### src/rtl/uart_tx_serializer_pkg.sv
// Shared types and constants for the UART transmit path.
// The receive deserializer is expected to reuse these.
package uart_tx_serializer_pkg;

    typedef enum logic [2:0] {
        ST_IDLE   = 3'd0,
        ST_START  = 3'd1,
        ST_DATA   = 3'd2,
        ST_PARITY = 3'd3,
        ST_STOP   = 3'd4
    } tx_state_e;

    // Bit positions of the frame-format fields in the bridge Cntrl register.
    localparam int CNTRL_TX_EN      = 0;
    localparam int CNTRL_PARITY_EN  = 1;
    localparam int CNTRL_PARITY_ODD = 2;
    localparam int CNTRL_TWO_STOP   = 3;

    localparam int DEF_BAUD_WIDTH = 20;

endpackage

### src/rtl/uart_tx_serializer_if.sv
// Byte handshake between the TX FIFO (master) and the serializer (slave).
interface uart_tx_serializer_if #(parameter int DATA_WIDTH = 8);
    import uart_tx_serializer_pkg::*;

    logic                  tx_valid;
    logic [DATA_WIDTH-1:0] tx_data;
    logic                  tx_ready;

    modport master (output tx_valid, tx_data, input tx_ready);
    modport slave  (input tx_valid, tx_data, output tx_ready);
endinterface

### src/rtl/uart_tx_serializer_baud_gen.sv
// Loadable baud down-counter; bit_end is high on the last cycle of a bit.
// Shared by the TX serializer and the RX deserializer.
module uart_baud_gen
    import uart_tx_serializer_pkg::*;
#(
    parameter int BAUD_WIDTH = DEF_BAUD_WIDTH
) (
    input  logic                  clk,
    input  logic                  rst,
    input  logic                  load,
    input  logic [BAUD_WIDTH-1:0] period,
    output logic                  bit_end
);
    logic [BAUD_WIDTH-1:0] cnt;

    always_ff @(posedge clk) begin
        if (rst)
            cnt <= '0;
        else if (load)
            cnt <= period;
        else if (cnt != '0)
            cnt <= cnt - 1'b1;
    end

    assign bit_end = (cnt == '0);
endmodule

### src/rtl/uart_tx_serializer.sv
// UART transmit serializer: pops bytes from the TX FIFO and shifts out
// start, data (LSB first), optional parity and 1 or 2 stop bits on TXD.
module uart_tx_serializer
    import uart_tx_serializer_pkg::*;
#(
    parameter int DATA_WIDTH = 8,
    parameter int BAUD_WIDTH = DEF_BAUD_WIDTH
) (
    input  logic                  PCLK,
    input  logic                  PRESET,
    input  logic                  tx_en,
    input  logic                  parity_en,
    input  logic                  parity_odd,
    input  logic                  two_stop,
    input  logic [BAUD_WIDTH-1:0] baud_div,
    uart_tx_serializer_if.slave   fifo,
    output logic                  TXD,
    output logic                  tx_busy,
    output logic                  tx_done
);
    localparam int IW = (DATA_WIDTH > 1) ? $clog2(DATA_WIDTH) : 1;

    tx_state_e             state, state_nxt;
    logic [DATA_WIDTH-1:0] shift, shift_nxt;
    logic [IW-1:0]         bit_idx, bit_idx_nxt;
    logic                  stop_idx, stop_idx_nxt;
    logic [BAUD_WIDTH-1:0] baud_q, period;
    logic                  par_en_q, two_stop_q, par_bit;
    logic                  txd_q, txd_nxt, done_q, done_nxt;
    logic                  bit_end, load, last_stop, accept;

    uart_baud_gen #(.BAUD_WIDTH(BAUD_WIDTH)) u_baud (
        .clk     (PCLK),
        .rst     (PRESET),
        .load    (load),
        .period  (period),
        .bit_end (bit_end)
    );

    // Refill window: idle, or the final cycle of the final stop bit so
    // back-to-back frames leave no idle gap on the line.
    assign last_stop     = (state == ST_STOP) & bit_end & (stop_idx == two_stop_q);
    assign fifo.tx_ready = tx_en & ((state == ST_IDLE) | last_stop);
    assign accept        = fifo.tx_valid & fifo.tx_ready;
    assign period        = accept ? baud_div : baud_q;

    always_ff @(posedge PCLK) begin
        if (PRESET) begin
            state      <= ST_IDLE;
            txd_q      <= 1'b1;
            done_q     <= 1'b0;
            shift      <= '0;
            bit_idx    <= '0;
            stop_idx   <= 1'b0;
            baud_q     <= '0;
            par_en_q   <= 1'b0;
            two_stop_q <= 1'b0;
            par_bit    <= 1'b0;
        end else begin
            state    <= state_nxt;
            txd_q    <= txd_nxt;
            done_q   <= done_nxt;
            bit_idx  <= bit_idx_nxt;
            stop_idx <= stop_idx_nxt;
            if (accept) begin
                // Frame format is frozen here for the whole frame.
                shift      <= fifo.tx_data;
                baud_q     <= baud_div;
                par_en_q   <= parity_en;
                two_stop_q <= two_stop;
                par_bit    <= (^fifo.tx_data) ^ parity_odd;
            end else begin
                shift <= shift_nxt;
            end
        end
    end

    always_comb begin
        state_nxt    = state;
        shift_nxt    = shift;
        bit_idx_nxt  = bit_idx;
        stop_idx_nxt = stop_idx;
        txd_nxt      = txd_q;
        done_nxt     = 1'b0;
        load         = 1'b0;
        case (state)
            ST_IDLE: begin
                txd_nxt = 1'b1;
                if (accept) begin
                    state_nxt = ST_START;
                    txd_nxt   = 1'b0;
                    load      = 1'b1;
                end
            end
            ST_START: if (bit_end) begin
                state_nxt   = ST_DATA;
                bit_idx_nxt = '0;
                txd_nxt     = shift[0];
                load        = 1'b1;
            end
            ST_DATA: if (bit_end) begin
                load = 1'b1;
                if (bit_idx == IW'(DATA_WIDTH - 1)) begin
                    stop_idx_nxt = 1'b0;
                    if (par_en_q) begin
                        state_nxt = ST_PARITY;
                        txd_nxt   = par_bit;
                    end else begin
                        state_nxt = ST_STOP;
                        txd_nxt   = 1'b1;
                    end
                end else begin
                    bit_idx_nxt = bit_idx + 1'b1;
                    shift_nxt   = shift >> 1;
                    txd_nxt     = shift_nxt[0];
                end
            end
            ST_PARITY: if (bit_end) begin
                state_nxt    = ST_STOP;
                stop_idx_nxt = 1'b0;
                txd_nxt      = 1'b1;
                load         = 1'b1;
            end
            ST_STOP: if (bit_end) begin
                if (last_stop) begin
                    done_nxt = 1'b1;
                    if (accept) begin
                        state_nxt = ST_START;
                        txd_nxt   = 1'b0;
                        load      = 1'b1;
                    end else begin
                        state_nxt = ST_IDLE;
                        txd_nxt   = 1'b1;
                    end
                end else begin
                    stop_idx_nxt = 1'b1;
                    load         = 1'b1;
                end
            end
            default: begin
                state_nxt = ST_IDLE;
                txd_nxt   = 1'b1;
            end
        endcase
    end

    assign TXD     = txd_q;
    assign tx_busy = (state != ST_IDLE);
    assign tx_done = done_q;
endmodule

### src/flat_wrapper.sv
// flat-port wrapper written by rule: the top's interface ports become plain ports
module uart_tx_serializer_flat import uart_tx_serializer_pkg::*;
#(
    parameter int DATA_WIDTH = 8,
    parameter int BAUD_WIDTH = DEF_BAUD_WIDTH
)
  (PCLK, PRESET, tx_en, parity_en, parity_odd, two_stop, baud_div, TXD, tx_busy, tx_done, fifo_tx_valid, fifo_tx_data, fifo_tx_ready);
  uart_tx_serializer_if #(.DATA_WIDTH(DATA_WIDTH)) fifo_i ();
  input  logic PCLK;
  input  logic PRESET;
  input  logic tx_en;
  input  logic parity_en;
  input  logic parity_odd;
  input  logic two_stop;
  input  logic [BAUD_WIDTH-1:0] baud_div;
  output logic TXD;
  output logic tx_busy;
  output logic tx_done;
  input wire logic [$bits(fifo_i.tx_valid)-1:0] fifo_tx_valid;
  input wire logic [$bits(fifo_i.tx_data)-1:0] fifo_tx_data;
  output wire logic [$bits(fifo_i.tx_ready)-1:0] fifo_tx_ready;
  assign fifo_i.tx_valid = fifo_tx_valid;
  assign fifo_i.tx_data = fifo_tx_data;
  assign fifo_tx_ready = fifo_i.tx_ready;
  uart_tx_serializer #(.DATA_WIDTH(DATA_WIDTH), .BAUD_WIDTH(BAUD_WIDTH)) u_core (.PCLK(PCLK), .PRESET(PRESET), .tx_en(tx_en), .parity_en(parity_en), .parity_odd(parity_odd), .two_stop(two_stop), .baud_div(baud_div), .fifo(fifo_i), .TXD(TXD), .tx_busy(tx_busy), .tx_done(tx_done));
endmodule
### config.mk
export PLATFORM = sky130hd
export DESIGN_NAME = uart_tx_serializer_flat
export DESIGN_NICKNAME = d
export VERILOG_FILES = /design/src/rtl/uart_tx_serializer_pkg.sv /design/src/rtl/uart_tx_serializer_if.sv /design/src/rtl/uart_tx_serializer_baud_gen.sv /design/src/rtl/uart_tx_serializer.sv /design/src/flat_wrapper.sv
export SDC_FILE = /design/constraint.sdc
export NUM_CORES = 1
export LEC_CHECK = 0
export CELL_PAD_IN_SITES_DETAIL_PLACEMENT = 1
export CELL_PAD_IN_SITES_GLOBAL_PLACEMENT = 1
export CORE_MARGIN = 5
export CORE_UTILIZATION = 30
export DETAILED_ROUTE_END_ITERATION = 10
export PLACE_DENSITY = 0.67
export SLEW_MARGIN = 0
export SYNTH_ARGS = -nofsm -noshare
export SYNTH_HDL_FRONTEND = slang
export SYNTH_SLANG_ARGS = --single-unit
### constraint.sdc
create_clock -name PCLK -period 8.05 [get_ports PCLK]
set_clock_uncertainty 0.15 [all_clocks]
set_input_delay 2.415 -clock PCLK [delete_from_list [all_inputs] [get_ports PCLK]]
set_output_delay 2.415 -clock PCLK [all_outputs]
set_load 0.03 [all_outputs]
==> PnR_summary.wiki <==
{| class="wikitable"
! Metric !! Value
|-
| Run status || complete, no violations
|-
| CTS tree || yes
|-
| Placed Instance Area || 3420 sq um
|-
| Number of failing hold endpoints at the final stage || 0
|-
| Leakage || 1.37 nW
|-
| Share of Yosys cell area claimed by the top area cell type || 0.411
|-
| Average cell area after synthesis || 8.67 sq um
|-
| Layout net count || 409
|-
| Most instantiated flip-flop cell in the synthesis netlist || sky130_fd_sc_hd__dfxtp_1
|-
| Number of buffers created by CTS || 9
|-
| Setup repair after global routing missed its margin || false
|-
| Total overflow reported by the global router || 0
|-
| Core area || 9640 sq um
|-
| Total Power || 1.38 mW
|-
| H-tree levels || 3
|-
| # hold bufs at CTS || 0
|-
| Maximum number of pins on one net before global-route repair || 46
|-
| Final setup viols || 0
|-
| Count of distinct cell types in the synthesized netlist || 49
|-
| Start-to-end type of the worst setup path || in -> out
|-
| Worst setup SP type || input port
|-
| Number of max-cap violations || 0
|-
| Vertical extent of the die || 109 um
|-
| Largest vdd supply drop || 0.122 mV
|-
| Final estimated routing congestion in global placement || 0.803
|-
| Via count of the first global-routing pass || 2,728
|-
| All-layer global routing usage || 0.143
|-
| Clock buffer depth || 2
|-
| Clock-pin slew reported for the worst setup and hold paths after clock tree synthesis || 0.07 ns
|-
| DRC || 0
|-
| Synthesized flop and latch total || 60
|-
| Global-route wire length before repair || 13.4 mm
|-
| Number of setup buffers added after CTS || 0
|-
| Number of DRC markers after the initial detailed-route iteration || 81
|-
| Cells taking the most area after synthesis || sky130_fd_sc_hd__dfxtp_1 (41%), sky130_fd_sc_hd__mux2i_1 (7.9%), sky130_fd_sc_hd__xnor2_1 (4.8%)
|-
| Post-synthesis net count || 376
|-
| Post-Syn Instances || 337
|-
| Cell Pwr Density || 382 nW/um^2
|-
| Number of top-level pins || 39
|-
| Share of async-settable or async-resettable flops after synthesis || 0
|-
| Relative slew margins || 0.189
|-
| Initial core utilization || 0.303
|-
| Top post-synthesis cells by count || sky130_fd_sc_hd__dfxtp_1 (60), sky130_fd_sc_hd__nor2_1 (33), sky130_fd_sc_hd__nand2_1 (29)
|-
| DRT Wirelength || 7.82 mm
|-
| Number of clock sinks || 60
|-
| Final Cycle Share || 0.788
|-
| ANT cells || 0
|-
| Router iterations before antenna repair || 4
|-
| Maximum operating frequency || 0.158 GHz
|-
| Number of synthesis warnings || 0
|-
| Area Growth Syn to Fin || 24.0%
|-
| Area of the mapped netlist || 2920 sq um
|-
| Antenna-violating nets left || 0
|-
| Largest area contributor in the netlist || sky130_fd_sc_hd__dfxtp_1
|-
| Die ar. || 11,800 sq um
|-
| Setup WS post-layout || 1.71 ns
|-
| Cell area after layout || 3620 sq um
|-
| Later-pin clock latency in the skew report || 0.35 ns
|-
| Worst-path maximum fanout || 3
|-
| Pins over their slew limit || 0
|-
| Critical Path End Type || output port
|-
| Sequential-to-total area share from yosys stat || 0.411
|-
| DP Worst Slack || 1.70 ns
|-
| Post-CTS resize count || 0
|-
| Min Clock Period, post-route || 6.34 ns
|-
| Required time worst endpoint || 5.49 ns
|-
| Vias after detailed routing || 2,605
|-
| Row count || 36
|-
| Routed len/inst || 15.4 um
|-
| Total negative slack for setup checks || 0 ns
|-
| Kind of path behind the tightest hold check || reg -> reg
|-
| HPWL after detailed placement || 5.54 mm
|-
| Library cell with the highest instance count after synthesis || sky130_fd_sc_hd__dfxtp_1
|-
| Initial antenna violation count || 0
|-
| Count of flip-flops with a built-in enable after synthesis || 0
|-
| Least-Margin Pin Slew || 1.21 ns
|-
| CTS Root Cell || sky130_fd_sc_hd__clkbuf_8
|-
| Width of the die || 109 um
|-
| WP data arrival || 3.78 ns
|-
| Avg Vias per Cell || 5.13
|-
| Port buffer count || 38
|-
| Share of post-route cells with drive strength above 1 || 0.0800
|}
==> worst max-delay path, stage by stage <==
cell,delay (ns)
sky130_fd_sc_hd__clkdlybuf4s50_1,0.51
sky130_fd_sc_hd__nand2_1,0.06
sky130_fd_sc_hd__a21oi_1,0.11
sky130_fd_sc_hd__clkdlybuf4s50_1,0.68
==> cells by family after synthesis <==
group,count (synthesis),share of synthesized area
XOR/XNOR,22,0.0660
multiplexers,23,0.0788
flip-flops,60,0.411
adder cells (fa/ha/maj),4,0.0171
AO/OA/AOI/OAI,76,0.166
AND/OR/NAND/NOR,127,0.228
buffers and inverters,25,0.0334
==> final timing paths <==
kind	from	end	slack (ns)	cells after the start
worst max-delay path	tx_en	fifo_tx_ready	1.71	4
worst min-delay path	u_core.bit_idx[2]	u_core.bit_idx[2]	0.32	2
worst max register to register	u_core.u_baud.cnt[0]	u_core.u_baud.cnt[11]	5.12	7
worst min register to register	u_core.bit_idx[2]	u_core.bit_idx[2]	0.32	2
==> sequential cells by signal, indices dropped and copies added, names as in the netlist <==
name               count
u_core.tx_done         1
u_core.state           3
u_core.u_baud.cnt     20
u_core.TXD             1
u_core.par_bit         1
u_core.two_stop_q      1
u_core.stop_idx        1
u_core.bit_idx         3
u_core.baud_q         20
u_core.par_en_q        1
u_core.shift           8
==> metal layers <==
| layer | vias up | track usage | routed length [um] |
|---|---|---|---|
| li1 | 1296 | - | - |
| met3 | 8 | 0.0308 | 313 |
| met2 | 47 | 0.216 | 3450 |
| met1 | 1254 | 0.202 | 3940 |
| met4 | 0 | 0.0514 | 111 |
| met5 | - | 0 | 0 |
==> report_power, final <==
group	leakage, nW	total (mW)	internal [mW]	switching [mW]
clock network	0.102	0.283	0.159	0.124
registers	0.491	0.452	0.373	0.0789
logic	0.772	0.650	0.267	0.383
==> area by class of cell <==
class                   instances  area (sq um)
multi-input cells             252          1630
inverters                       7          26.3
clock inverters                 4          47.5
repair buffers                 40           395
flip-flops and latches         60          1200
well taps                     133           166
fillers                      1149          6020
clock buffers                  12           155
==> placed cells by master (no fill, tap or decap), types with 7 or more instances in the layout <==
cell type                          n
sky130_fd_sc_hd__dfxtp_1          60
sky130_fd_sc_hd__clkdlybuf4s50_1  38
sky130_fd_sc_hd__nor2_1           33
sky130_fd_sc_hd__nand2_1          29
sky130_fd_sc_hd__mux2i_1          23
sky130_fd_sc_hd__a21oi_1          19
sky130_fd_sc_hd__o22ai_1          17
sky130_fd_sc_hd__xnor2_1          16
sky130_fd_sc_hd__o21ai_0          12
sky130_fd_sc_hd__clkbuf_8         11
sky130_fd_sc_hd__nor3_1           10
sky130_fd_sc_hd__nand3_1          10
sky130_fd_sc_hd__nand4_1           8
sky130_fd_sc_hd__inv_1             7
==> metrics by stage <==
stage               utilization  hold slack, ns  cells
finish                    0.376           0.318    508
CTS                       0.376           0.324    508
floorplan                     -           0.286    337
global route              0.376           0.347    508
global placement          0.355           0.292    492
detailed placement        0.355           0.311    492
No activity file was read; power rests on OpenSTA's default activity.
